File: src/rtl/decim_pkg.sv
// Shared definitions for the decimation controller: FSM state encoding,
// default parameter values and a width helper.
package decim_pkg;

    localparam int DEF_COEFF_WIDTH = 7;
    localparam int DEF_NUM_TAPS    = 5;
    localparam int DEF_RATIO_WIDTH = 8;

    typedef enum logic [1:0] {
        ST_IDLE  = 2'd0,
        ST_PRIME = 2'd1,
        ST_RUN   = 2'd2,
        ST_STOP  = 2'd3
    } state_t;

    // Bits needed to index 'value' entries; never less than 1 so ports stay legal.
    function automatic int clog2(input int value);
        int result;
        result = 0;
        while ((1 << result) < value) result++;
        return (result < 1) ? 1 : result;
    endfunction

endpackage

File: src/rtl/decim_phase_cnt.sv
// Decimation phase counter: counts accepted RUN samples modulo the latched
// ratio and issues a registered one-cycle strobe on the last phase.
module decim_phase_cnt
    import decim_pkg::*;
#(
    parameter int RATIO_WIDTH = DEF_RATIO_WIDTH
) (
    input  logic                   i_clk,
    input  logic                   i_rst_n,
    input  logic                   i_clear,
    input  logic                   i_advance,
    input  logic [RATIO_WIDTH-1:0] i_limit,
    output logic                   o_wrap,
    output logic                   o_strobe
);

    logic [RATIO_WIDTH-1:0] r_phase;
    logic                   r_strobe;

    // Combinational look-ahead so the parent can act on the strobe edge itself.
    assign o_wrap   = i_advance && (r_phase == i_limit - RATIO_WIDTH'(1));
    assign o_strobe = r_strobe;

    always_ff @(posedge i_clk) begin
        if (!i_rst_n) begin
            r_phase  <= '0;
            r_strobe <= 1'b0;
        end else if (i_clear) begin
            r_phase  <= '0;
            r_strobe <= 1'b0;
        end else begin
            r_strobe <= o_wrap;
            if (o_wrap)
                r_phase <= '0;
            else if (i_advance)
                r_phase <= r_phase + RATIO_WIDTH'(1);
        end
    end

endmodule

File: src/rtl/decim_ctrl.sv
// Decimating FIR controller: sequences tap shifts and output strobes and owns
// the coefficient bank. Define DECIM_CTRL_COEFF_DBUF_EN for a shadow bank with commit.
module decim_ctrl
    import decim_pkg::*;
#(
    parameter int COEFF_WIDTH = DEF_COEFF_WIDTH,
    parameter int NUM_TAPS    = DEF_NUM_TAPS,
    parameter int RATIO_WIDTH = DEF_RATIO_WIDTH
) (
    input  logic                              src_clk,
    input  logic                              rst_n,
    input  logic                              enable,
    input  logic [RATIO_WIDTH-1:0]            ratio,
    input  logic                              in_valid,
    input  logic                              cfg_valid,
    output logic                              cfg_ready,
    input  logic [clog2(NUM_TAPS)-1:0]        cfg_addr,
    input  logic [COEFF_WIDTH:0]              cfg_data,
    input  logic                              cfg_commit,
    output logic [NUM_TAPS*(COEFF_WIDTH+1)-1:0] coeff_flat,
    output logic                              tap_shift_en,
    output logic                              out_strobe,
    output logic                              busy,
    output logic                              overrun
);

    localparam int ADDR_W     = clog2(NUM_TAPS);
    localparam int CW         = COEFF_WIDTH + 1;
    localparam int PRIME_LAST = (NUM_TAPS > 1) ? NUM_TAPS - 2 : 0;

    state_t                 r_state;
    logic [RATIO_WIDTH-1:0] r_lat;
    logic [ADDR_W-1:0]      r_prime_cnt;
    logic                   r_tap_shift_en;
    logic                   r_busy;
    logic                   r_overrun;
    logic                   r_in_valid_d;
    logic                   w_accept;
    logic                   w_wrap;
    logic                   w_cfg_accept;
    logic                   w_addr_ok;
    logic [CW-1:0]          r_coeff [NUM_TAPS];

    // A sample is only taken while still enabled, so STOP never inherits a strobe.
    assign w_accept     = in_valid && enable && (r_state == ST_PRIME || r_state == ST_RUN);
    assign w_cfg_accept = cfg_valid && cfg_ready;
    assign w_addr_ok    = ({1'b0, cfg_addr} < (ADDR_W + 1)'(NUM_TAPS));

    assign tap_shift_en = r_tap_shift_en;
    assign busy         = r_busy;
    assign overrun      = r_overrun;

    decim_phase_cnt #(
        .RATIO_WIDTH (RATIO_WIDTH)
    ) u_phase_cnt (
        .i_clk     (src_clk),
        .i_rst_n   (rst_n),
        .i_clear   (r_state != ST_RUN),
        .i_advance (w_accept && (r_state == ST_RUN)),
        .i_limit   (r_lat),
        .o_wrap    (w_wrap),
        .o_strobe  (out_strobe)
    );

    always_ff @(posedge src_clk) begin
        if (!rst_n) begin
            r_state        <= ST_IDLE;
            r_lat          <= RATIO_WIDTH'(1);
            r_prime_cnt    <= '0;
            r_tap_shift_en <= 1'b0;
            r_busy         <= 1'b0;
            r_overrun      <= 1'b0;
            r_in_valid_d   <= 1'b0;
        end else begin
            r_tap_shift_en <= w_accept;
            r_in_valid_d   <= in_valid;
            if (out_strobe && in_valid && r_in_valid_d)
                r_overrun <= 1'b1;
            case (r_state)
                ST_IDLE: begin
                    if (enable) begin
                        r_state     <= ST_PRIME;
                        r_lat       <= (ratio == '0) ? RATIO_WIDTH'(1) : ratio;
                        r_prime_cnt <= '0;
                        r_busy      <= 1'b1;
                    end
                end
                ST_PRIME: begin
                    if (!enable)
                        r_state <= ST_STOP;
                    else if (in_valid) begin
                        if (r_prime_cnt == ADDR_W'(PRIME_LAST))
                            r_state <= ST_RUN;
                        else
                            r_prime_cnt <= r_prime_cnt + ADDR_W'(1);
                    end
                end
                ST_RUN: begin
                    if (!enable)
                        r_state <= ST_STOP;
                end
                default: begin
                    r_state <= ST_IDLE;
                    r_busy  <= 1'b0;
                end
            endcase
        end
    end

    for (genvar g = 0; g < NUM_TAPS; g++) begin : g_flat
        assign coeff_flat[g*CW +: CW] = r_coeff[g];
    end

`ifdef DECIM_CTRL_COEFF_DBUF_EN
    logic [CW-1:0] r_shadow      [NUM_TAPS];
    logic [CW-1:0] w_shadow_next [NUM_TAPS];
    logic          r_commit_pend;
    logic          w_do_commit;

    assign cfg_ready   = 1'b1;
    // Commit lands on the edge that raises out_strobe, or at once when idle.
    assign w_do_commit = (r_commit_pend || cfg_commit) && (r_state == ST_IDLE || w_wrap);

    // NOTE: always_comb uses blocking '=' with a full default first, so no latch is inferred.
    always_comb begin
        w_shadow_next = r_shadow;
        if (w_cfg_accept && w_addr_ok)
            w_shadow_next[cfg_addr] = cfg_data;
    end

    always_ff @(posedge src_clk) begin
        if (!rst_n) begin
            // NOTE: the coefficient banks are small register arrays, so they are reset explicitly.
            for (int i = 0; i < NUM_TAPS; i++) begin
                r_shadow[i] <= '0;
                r_coeff[i]  <= '0;
            end
            r_commit_pend <= 1'b0;
        end else begin
            r_shadow <= w_shadow_next;
            if (w_do_commit)
                r_coeff <= w_shadow_next;
            r_commit_pend <= !w_do_commit && (r_commit_pend || cfg_commit);
        end
    end
`else
    logic w_unused_cfg;

    assign cfg_ready    = ~r_busy;
    assign w_unused_cfg = cfg_commit ^ w_wrap;

    always_ff @(posedge src_clk) begin
        if (!rst_n) begin
            // NOTE: the coefficient bank is a small register array, so it is reset explicitly.
            for (int i = 0; i < NUM_TAPS; i++)
                r_coeff[i] <= '0;
        end else if (w_cfg_accept && w_addr_ok) begin
            r_coeff[cfg_addr] <= cfg_data;
        end
    end
`endif

endmodule

File: config.mk
export PLATFORM = sky130hd
export DESIGN_NAME = decim_ctrl
export DESIGN_NICKNAME = d
export VERILOG_FILES = /design/src/rtl/decim_pkg.sv /design/src/rtl/decim_phase_cnt.sv /design/src/rtl/decim_ctrl.sv
export SDC_FILE = /design/constraint.sdc
export NUM_CORES = 1
export LEC_CHECK = 0
export CAP_MARGIN = 0
export CORE_MARGIN = 3
export CORE_UTILIZATION = 35
export DETAILED_ROUTE_END_ITERATION = 10
export PLACE_DENSITY = 0.7
export SLEW_MARGIN = 5
export SYNTH_ARGS = -nofsm -noshare
export SYNTH_HDL_FRONTEND = slang
export SYNTH_SLANG_ARGS = --single-unit
File: constraint.sdc
create_clock -name src_clk -period 1.9 [get_ports src_clk]
set_clock_uncertainty 0.1 [all_clocks]
set_input_delay 0.38 -clock src_clk [delete_from_list [all_inputs] [get_ports src_clk]]
set_output_delay 0.38 -clock src_clk [all_outputs]
set_load 0.005 [all_outputs]
-- Word level (Yosys, flattened, before mapping)
Memory sizes are Yosys's and may differ from the RTL's.
Cells that the tools add are included.
Widths: inputs -> output; s select.
- word-level logic and storage cells: 70
- bits of input ports: 25
- register bits after elaboration: 26
- memories kept: 1
- memory bits (writable): 40
- output and inout bits: 45
- mux-type cells: 21
- reductions and logical operators: 20
- equal/unequal tests: 12
- bitwise gates (word level): 3
- $lt $le $gt $ge: 1
- add/subtract/negate cells: 3
- memories (name ; words ; bits a word ; rd ports ; clocked after Yosys merged registers in ; write ports ; RTL line ; RTL):
    r_coeff ; 5 ; 8 ; 5 ; 0 ; 5 ; decim_ctrl.sv:42 ; logic [CW-1:0] r_coeff [NUM_TAPS];
- operators by type and width (operator ; number):
    $mux 8 ; 2
    $mux 3 ; 5
    $ne 2x2->1 const B ; 6
    $mux 2 ; 5
    $add 8x1->8 const B ; 1
    $eq 8x8->1 ; 1
    $logic_and 1x1->1 ; 8
    $logic_not 8->1 ; 1
    $reduce_or 8->1 ; 1
    $sub 8x1->8 const B ; 1
    $mux 1 ; 6
    $pmux 2 s3 ; 1
    $pmux 3 s2 ; 1
    $reduce_and 5->1 ; 1
    $reduce_and 2->1 ; 2
    $reduce_and 4->1 ; 1
    $reduce_or 2->1 ; 2
    $add 3x1->3 const B ; 1
    $eq 3x2->1 const B ; 1
    $lt 3x3->1 const B ; 1
    $ne 3x2->1 const B ; 1
    $ne 3x3->1 const B ; 1
    $not 1->1 ; 3
    $reduce_or 3->1 ; 1
    6 further kinds ; 6

-- Logic depth before layout (Yosys ltp)
- word-level depth: 8
- gate-level depth with buffers: 7
- gate-level depth less buffers: 7

-- Modules after synthesis
A second synthesis with hierarchy kept.
- cells, all modules: 270
- area, all modules: 3123.0 um^2
- by module, submodules not included (module ; area an instance (um^2) ; times used ; cells each):
    decim_ctrl ; 2428.6 ; 1 ; 185
    decim_phase_cnt ; 694.4 ; 1 ; 85

-- Worst setup path after synthesis
Ideal clock, no wire load.
- path type: flip-flop to flip-flop
- start point: register r_lat[0]
- end point: register u_phase_cnt.r_strobe, in the netlist u_phase_cnt.o_strobe
- data required time: 1740 ps
- library setup time: 60 ps
- clock period less this slack: 2069 ps
- cell stages (with the launch flop): 8
- slack: -169 ps
- data arrival time: 1909 ps
- cells stage by stage: dfxtp_1 -> inv_1 -> ha_1 -> o21ba_1 -> a221oi_1 -> a41oi_1 -> nor4_4 -> and2_1
- longest elaborated chain between the ends: 3
- RTL lines (item ; RTL line ; RTL):
    start: declaration ; decim_ctrl.sv:32 ; logic [RATIO_WIDTH-1:0] r_lat;
    start signal: assignment ; decim_ctrl.sv:83 ; r_lat <= (ratio == '0) ? RATIO_WIDTH'(1) : ratio;
    $sub 8x1->8 ; decim_phase_cnt.sv:21 ; assign o_wrap = i_advance && (r_phase == i_limit - RATIO_WIDTH'(1));
    $eq 8x8->1 ; decim_phase_cnt.sv:21 ;
    $logic_and 1x1->1 ; decim_phase_cnt.sv:21 ;
    end signal: assignment ; decim_phase_cnt.sv:32 ; r_strobe <= o_wrap;
    end: declaration ; decim_phase_cnt.sv:18 ; logic r_strobe;
No other way between the ends.
A chain may end at the register's enable or synchronous reset.

-- Worst setup path in the final report
- start point: register r_lat[2]
- end point: register u_phase_cnt.r_phase[3]
- longest elaborated chain between the ends: 4
- RTL lines (item ; RTL line ; RTL):
    $sub 8x1->8 ; decim_phase_cnt.sv:21 ;
    $eq 8x8->1 ; decim_phase_cnt.sv:21 ;
    $logic_and 1x1->1 ; decim_phase_cnt.sv:21 ;
    $reduce_or 3->1 (no source line) ; n/a ;
    end signal: assignment ; decim_phase_cnt.sv:36 ; r_phase <= r_phase + RATIO_WIDTH'(1);
    end: declaration ; decim_phase_cnt.sv:17 ; logic [RATIO_WIDTH-1:0] r_phase;
No other way between the ends.

==> flow_metrics.env <==
export IMPL_status="complete, no violations"
export IMPL_min_period_ps=1880
export IMPL_cp_required_ps=2010
export IMPL_yosysSeqAreaShare=0.582
export IMPL_ir_drop_mv=0.545
export IMPL_initial_core_util=0.371
export IMPL_drive_gt1_frac=0.156
export IMPL_drt_iter0_markers=84
export IMPL_dp_hpwl_mm=5.17
export IMPL_worst_path_buf_inv=1
export IMPL_grt_max_degree=22
export IMPL_coreArea_sq_um=7970
export IMPL_grt_pass1_wl_mm=11.3
export IMPL_synth_most_common_cell="and2_1"
export IMPL_power_per_cell_area_nw_per_um2=980
export IMPL_slew_viol_final=0
export IMPL_timing_rr_start="r_lat[2]"
export IMPL_clk_pin_slew_ps=70
export IMPL_syn_num_nets=292
export IMPL_hold_class="reg2reg"
export IMPL_cts_htree_levels=3
export IMPL_grt_util_all_layers=0.151
export IMPL_wl_per_cell_um=14.8
export IMPL_clk_insertion_delay_late_ps=330
export IMPL_synth_common_cells="and2_1 (44), edfxtp_1 (40), dfxtp_1 (26)"
export IMPL_fin_crit_sh=0.992
export IMPL_drc=0
export IMPL_ys_top_cells_by_area="edfxtp_1 (41%), dfxtp_1 (18%), and2_1 (9.3%), ha_1 (3.4%), xnor2_1 (3.3%)"
export IMPL_synth_flop_cell="edfxtp_1"
export IMPL_io_pins=70
export IMPL_crit_chain="or4_4, nor4_4, xnor2_2, nor4_4, buf_6, nor3_1"
export IMPL_drt_vias_per_instance=4.75
export IMPL_cts_root_buf="clkbuf_8"
export IMPL_diodes=0
export IMPL_finalSetupViolCount=0
export IMPL_path_max_fanout=9
export IMPL_crit_family="simple AND/OR/NAND/NOR gates"
export IMPL_maxCapViolCount=0
export IMPL_synth_async_reset_ratio=0
export IMPL_cts_tree="yes"
export IMPL_r2r_end="u_phase_cnt.r_phase[3]"
export IMPL_cp_data_arrival_time_ps=1990
export IMPL_critPathSlowestCell="or4_4"
export IMPL_die_h_um=97.9
export IMPL_yosys_register_bits=66
export IMPL_syn_to_final_growth_pct=44.7
export IMPL_slowest_delay_ps=550
export IMPL_placed_area_sq_um=4020
export IMPL_ant_nets=0
export IMPL_tightest_slew_ps=338
export IMPL_dp_slack_ps=-211
export IMPL_grt_overflow=0
export IMPL_fin_area_sq_um=4280
export IMPL_crit_start="r_lat[2]"
export IMPL_rsz0062_at_grt="true"
export IMPL_die_x_um=97.9
export IMPL_leakagePower_nw=1.66
export IMPL_timing_fmax_mhz=531
export IMPL_grt_pass1_vias=2272
export IMPL_hold_viol=0
export IMPL_crit_path_frequent_cell="nor4_4"
export IMPL_yosysTopAreaCellShare=0.406
export IMPL_postSynthCellCount=259
export IMPL_end_kind="register"
export IMPL_slew_headroom=0.773
export IMPL_rr_worst_depth=6
export IMPL_num_vias=2223
export IMPL_dieArea_sq_um=9590
export IMPL_setup_slack_ps=15.8
export IMPL_synth_area_sq_um=2960
export IMPL_clock_sinks=66
export IMPL_worst_hold_slack_ps=382
export IMPL_num_nets_final=394
export IMPL_gp_congestion=0.778
export IMPL_endpoint="u_phase_cnt.r_phase[3]"
export IMPL_drt_wl_total_mm=6.92
export IMPL_rrSetupSlack_ps=20
export IMPL_drt_pass1_iter_count=4
export IMPL_grt_antenna_before_repair=0
export IMPL_cp_depth=6
export IMPL_cts_setup_buffers=0
export IMPL_synth_edf_count=40
export IMPL_clock_path_buffers=2
export IMPL_rows=32
export IMPL_netlist_cell_type_count=36
export IMPL_ys_warn_count=0
export IMPL_cp_start_kind="register"
export IMPL_worstSetupPathType="reg2reg"
export IMPL_synth_top_area_cell="edfxtp_1"
export IMPL_numPortBuffers=68
export IMPL_synth_area_per_cell_sq_um=11.4
export IMPL_cts_made_buffers=9
cell usage in the layout, fill, tap and decap left out, types with 2 or more instances in the layout:
cell type / instances
xor2_1: 7
nand2_1: 18
nor3_1: 13
nor2b_1: 4
ha_1: 8
bufinv_16: 3
o211ai_1: 2
nor4_2: 2
nand3_1: 10
dfxtp_2: 4
nand4_1: 3
and2_1: 44
nand2b_1: 5
clkdlybuf4s50_1: 68
edfxtp_1: 40
xnor2_1: 10
o21a_1: 2
nor4_4: 2
a21boi_0: 8
buf_4: 27
buf_12: 3
dfxtp_1: 22
mux2i_1: 3
a21oi_1: 6
inv_1: 9
nor2_1: 7
clkbuf_8: 9
o21ai_0: 2
and3_1: 5
through the flow:
step	total power (W)	cells	util	setup TNS [ps]
floorplan	0.00229	259	-	0
global placement	0.00278	452	0.505	-6690
detailed placement	0.00280	452	0.505	-8290
CTS	0.00422	468	0.535	0
global route	0.00442	468	0.537	-735
finish	0.00419	468	0.537	0
worst min-delay path by stage:
stage | to | start | cells after the start | slack (ps)
2_1_floorplan | r_lat[7] | r_lat[7] | 2 | 360
3_3_place_gp | r_lat[7] | r_lat[7] | 2 | 370
3_5_place_dp | r_lat[7] | r_lat[7] | 2 | 380
4_1_cts | r_lat[7] | r_lat[7] | 2 | 390
5_1_grt | r_lat[7] | r_lat[7] | 2 | 400
6_report | r_lat[7] | r_lat[7] | 2 | 380
logic make-up after synthesis:
logic type | after synthesis | synth area share
simple gates | 121 | 0.239
xor+xnor | 18 | 0.0533
compound gates | 26 | 0.0601
flops | 66 | 0.582
fa+ha+maj | 8 | 0.0338
mux | 3 | 0.0102
buf+inv | 17 | 0.0216
layout make-up:
type | count | area (sq um)
flip-flops and latches | 66 | 1730
clock buffers | 9 | 124
multi-input cells | 176 | 1200
clock inverters | 7 | 116
well taps | 102 | 128
inverters | 9 | 33.8
repair buffers | 99 | 955
fillers | 718 | 3690
where the power goes:
group	internal (W)	switching, W
Sequential	0.00164	0.0000695
Clock	0.000871	0.000541
Combinational	0.000553	0.000521
metal layers:
layer  vias to the layer above  share of wire  global-route usage
met3                         8          0.060              0.0371
met1                      1041           0.43               0.190
met4                         0          0.017              0.0714
met5                         -              0                   0
li1                       1112              -                   -
met2                        62           0.50               0.246
what timing repair did:
action                     CTS  global route
hold buffers                 0             0
setup endpoints to repair    9            10
gates resized for setup      1             5
gates cloned                 0             0
registers in the layout, summed over array words and instances (netlist names):
| register | count |
|---|---|
| u_phase_cnt.o_strobe | 1 |
| r_lat | 8 |
| u_phase_cnt.r_phase | 8 |
| overrun | 1 |
| r_state | 2 |
| r_coeff | 40 |
| r_in_valid_d | 1 |
| busy | 1 |
| r_prime_cnt | 3 |
| tap_shift_en | 1 |
tightest hold or removal path, cell delays in order, from the launching register on:
cell,delay [ps]
dfxtp_1,320
nand2_1,50
a21boi_0,60
(Power assumes the default switching activity.)
